$ cat src/rtl/rotate_seq_ctrl.sv
// rotate_seq_ctrl: command-driven WIDTH-bit rotator sequencer (i_start/i_pattern/i_dir/i_steps/i_div/i_abort in; o_ready/o_busy/o_done/o_dout out)
module rotate_seq_ctrl #(
  parameter int WIDTH = 4,
  parameter int CNT_W = 8,
  parameter int DIV_W = 16
) (
  input  logic             i_clk,
  input  logic             i_rst,
  input  logic             i_start,
  input  logic [WIDTH-1:0] i_pattern,
  input  logic             i_dir,
  input  logic [CNT_W-1:0] i_steps,
  input  logic [DIV_W-1:0] i_div,
  input  logic             i_abort,
  output logic             o_ready,
  output logic             o_busy,
  output logic             o_done,
  output logic [WIDTH-1:0] o_dout
);
  localparam logic [1:0] IDLE = 2'd0;
  localparam logic [1:0] RUN  = 2'd1;
  localparam logic [1:0] DONE = 2'd2;
  logic [1:0]       state;
  logic             dir_q;
  logic [CNT_W-1:0] steps_q, step_cnt, step_nxt;
  logic [DIV_W-1:0] div_q, div_cnt;
  logic [WIDTH-1:0] rot;
  assign step_nxt = step_cnt + 1'b1;
  assign rot = dir_q ? {o_dout[0], o_dout[WIDTH-1:1]} : {o_dout[WIDTH-2:0], o_dout[WIDTH-1]};
  assign o_ready = state == IDLE;
  assign o_busy = state != IDLE;
  assign o_done = state == DONE;
  always_ff @(posedge i_clk) begin
    if (i_rst) begin
      state <= IDLE;
      o_dout <= '0;
      dir_q <= 1'b0;
      steps_q <= '0;
      div_q <= '0;
      step_cnt <= '0;
      div_cnt <= '0;
    end else if (state == IDLE) begin
      if (i_start) begin
        dir_q <= i_dir;
        steps_q <= i_steps;
        div_q <= i_div;
        o_dout <= i_pattern;
        step_cnt <= '0;
        div_cnt <= '0;
        state <= (i_steps == '0) ? DONE : RUN;
      end
    end else if (state == RUN) begin
      if (i_abort) begin
        state <= IDLE;
      end else if (div_cnt == div_q) begin
        o_dout <= rot;
        div_cnt <= '0;
        step_cnt <= step_nxt;
        if (step_nxt == steps_q) state <= DONE;
      end else begin
        div_cnt <= div_cnt + 1'b1;
      end
    end else begin
      state <= IDLE;
    end
  end
endmodule
$ cat config.mk
export PLATFORM = sky130hd
export DESIGN_NAME = rotate_seq_ctrl
export DESIGN_NICKNAME = d
export VERILOG_FILES = /design/src/rtl/rotate_seq_ctrl.sv
export SDC_FILE = /design/constraint.sdc
export NUM_CORES = 1
export LEC_CHECK = 0
export ABC_AREA = 1
export CAP_MARGIN = 0
export CORE_ASPECT_RATIO = 2
export CORE_MARGIN = 2
export CORE_UTILIZATION = 40
export CTS_BUF_LIST = sky130_fd_sc_hd__clkbuf_4 sky130_fd_sc_hd__clkbuf_8 sky130_fd_sc_hd__clkbuf_16
export DETAILED_ROUTE_END_ITERATION = 10
export PLACE_DENSITY_LB_ADDON = 0.08
export RECOVER_POWER = 25
export SLEW_MARGIN = 30
export SYNTH_ARGS = -nofsm -noshare
export SYNTH_HDL_FRONTEND = slang
export SYNTH_SLANG_ARGS = --single-unit
$ cat constraint.sdc
create_clock -name i_clk -period 3.4 [get_ports i_clk]
set_input_delay 0.68 -clock i_clk [delete_from_list [all_inputs] [get_ports i_clk]]
set_output_delay 0.68 -clock i_clk [all_outputs]
set_load 0.02 [all_outputs]
==> impl_metrics.ini <==
[die]
placeableCoreArea_sq_mm = 0.00716
placementRows = 44
die_x_um = 64.5
initial_core_util = 0.409
dieArea_sq_mm = 0.00807
fp.dieH_um = 125
ios = 40

[worst_setup_path]
crit_arrival_ns = 2.07
r2r-end = div_cnt[13]
crit_type = reg2out
cp_max_fo = 11
endpoint_kind = output port
start_kind = register
r2r_start = state[0]
rrSetupSlack_ns = 0.86
r2r_cells = 10
worst_ep_required_time_ns = 2.72

[logic_synthesis]
yosysMostFrequentCell = nand2_1
synth_top_area_share = 0.376
yosys.area_share.simple = 0.334
synth_adder_area_share = 0.00854
synth.avg_cell_area_sq_um = 6.48
synth_nets = 487
synth.area.mux_share = 0
ys_ff_latch = 55
synth_cell_types = 33
synthFlopType = dfxtp_1
yosysSeqAreaShare = 0.376
synth_top_family_by_area = simple AND/OR/NAND/NOR gates
syn_area_sq_mm = 0.00293
synthArstFlopShare = 0
synth_edf_count = 0
synth_compound_area_frac = 0.155
synth_xor_area_frac = 0.0269
synth.largest_area_cell = dfxtp_1
synth_commonest_cells = nand2_1, nor2_1, dfxtp_1
synth_area_leaders = dfxtp_1, nand2_1, nor2_1, a21oi_1, o21ai_0
synthCells = 452
ys_warn_count = 0

[routing]
drtAntennaViolNets = 0
routed_wl_um = 6590
drtIter0Drc = 200
drc = 0
viasPerCell = 4.82
wl_per_cell_um = 11.3
dr.pass1.iters = 6
vias = 2799

[timing]
relSlewSlack = 0.400
fmax_mhz = 363
slew_viol_final = 0
rsz0062_at_grt = false
hold_viol = 0
tightest_slew_ns = 0.897
finalSetupViolCount = 0
final.setup.tns_ns = 0
fin_skew_ns = 0.0115
finalWorstSetupSlack_ns = 0.646
post-route-min-period_ns = 2.75
post-route-period-util = 0.810

[grt]
grt_antenna_before_repair = 0
grt_remaining_overflow = 0
grt_pass1_wl_um = 11700
grt_max_degree = 47
track_usage = 0.182
grt_pass1_vias = 2591

[clocking]
postCtsSetupBuffers = 0
clk_path_buf_depth = 2
worstSkewPairLatency_ns = 0.30
numClockSinks = 55
cts_hold_buf = 0
cts_root_buf = clkbuf_16
cts_tree = yes
numCtsBuffers = 5
ctsResizeCount = 0
htree_levels = 2
clkTransAtPathRegs_ns = 0.06

[layout]
area_growth_pct = 20.3
regArea_sq_mm = 0.00110
final_nets = 523
n_antenna_cell = 0
drive_above_1_share = 0.0675
stdcell_count = 581
fillers = 780
multi_input_comb_area_sq_mm = 0.00153

[worst_hold_path]
min_path_type = reg2reg
min_to = steps_q[3]
min_path_cells = 2
hold_start = steps_q[3]

[placed_design]
port_buffers = 39
place.gp.congestion = 0.808
place_ws_ns = 0.872
dp.cells = 573
dp_hpwl_um = 4880

[run_status]
status = finished, final reports clean

[pwr]
power_mw = 1.48
p_leak_nw = 1.43
vdd_drop_max_v = 0.000272
p_per_area_mw_per_mm2 = 421

[job]
drv_cap = 0
## final cells by class
class / instances / area share
Inverter: 58 / 0.0632
Sequential cell: 55 / 0.312
Clock inverter: 3 / 0.00639
Clock buffer: 5 / 0.0355
Tap cell: 92 / 0.0326
Multi-Input combinational cell: 326 / 0.435
Timing Repair Buffer: 42 / 0.115
## sequential cells by signal, summed over array words and instances, names as in the netlist
register	count
step_cnt	8
steps_q	8
div_q	16
dir_q	1
state	2
o_dout	4
div_cnt	16
## power breakdown
group          switching [mW]  total [mW]  internal, mW
clock network           0.246       0.522         0.276
registers              0.0235       0.705         0.681
logic                   0.151       0.257         0.106
total                   0.421        1.48          1.06
## kinds of logic (layout without fill, tap and decap cells)
family / Yosys count / in the layout
flops: 55 / 55
fa+ha+maj: 2 / 2
xor+xnor: 9 / 9
compound gates: 87 / 87
buf+inv: 71 / 108
simple gates: 228 / 228
## worst max path at each step
stage / start / endpoint / cells after the start
after floorplan: state[0] / o_busy / 4
after global placement: i_start / div_cnt[13] / 10
after detailed placement: i_start / div_cnt[13] / 10
after CTS: state[0] / o_ready / 2
after global routing: state[0] / o_ready / 2
final: state[0] / o_ready / 2
## layer usage
metal,GRT usage,up-vias,share of wire
met5,0,-,0
met2,0.297,53,0.47
met1,0.236,1222,0.47
li1,-,1516,-
met4,0.0688,0,0.021
met3,0.0315,8,0.038
## worst max-delay path, stage by stage (launching register included)
cell	delay [ns]
dfxtp_1	0.34
nor2_1	0.69
clkdlybuf4s50_1	0.75
## layout by cell type, fill, tap and decap left out, types with 3 or more instances in the layout
master and count:
a21oi_1 39, a31oi_1 4, nand2_2 3, nand2_1 117
a211oi_1 3, clkbuf_16 5, nand4_1 3, o21ai_0 37
dfxtp_1 55, nor2_1 62, clkdlybuf4s50_1 37, xor2_1 7
nand3_1 20, nor2_2 3, nand2_4 3, inv_1 49
nor3_1 9, inv_2 7
## metrics by stage
stage / instance area [sq um] / util / hold WS (ns)
2_1_floorplan: 2930 / - / 0.444
3_3_place_gp: 3390 / 0.473 / 0.460
3_5_place_dp: 3390 / 0.473 / 0.461
4_1_cts: 3540 / 0.494 / 0.473
5_1_grt: 3530 / 0.493 / 0.493
6_report: 3530 / 0.493 / 0.469
Note: power is estimated with default switching activity, not from simulation.
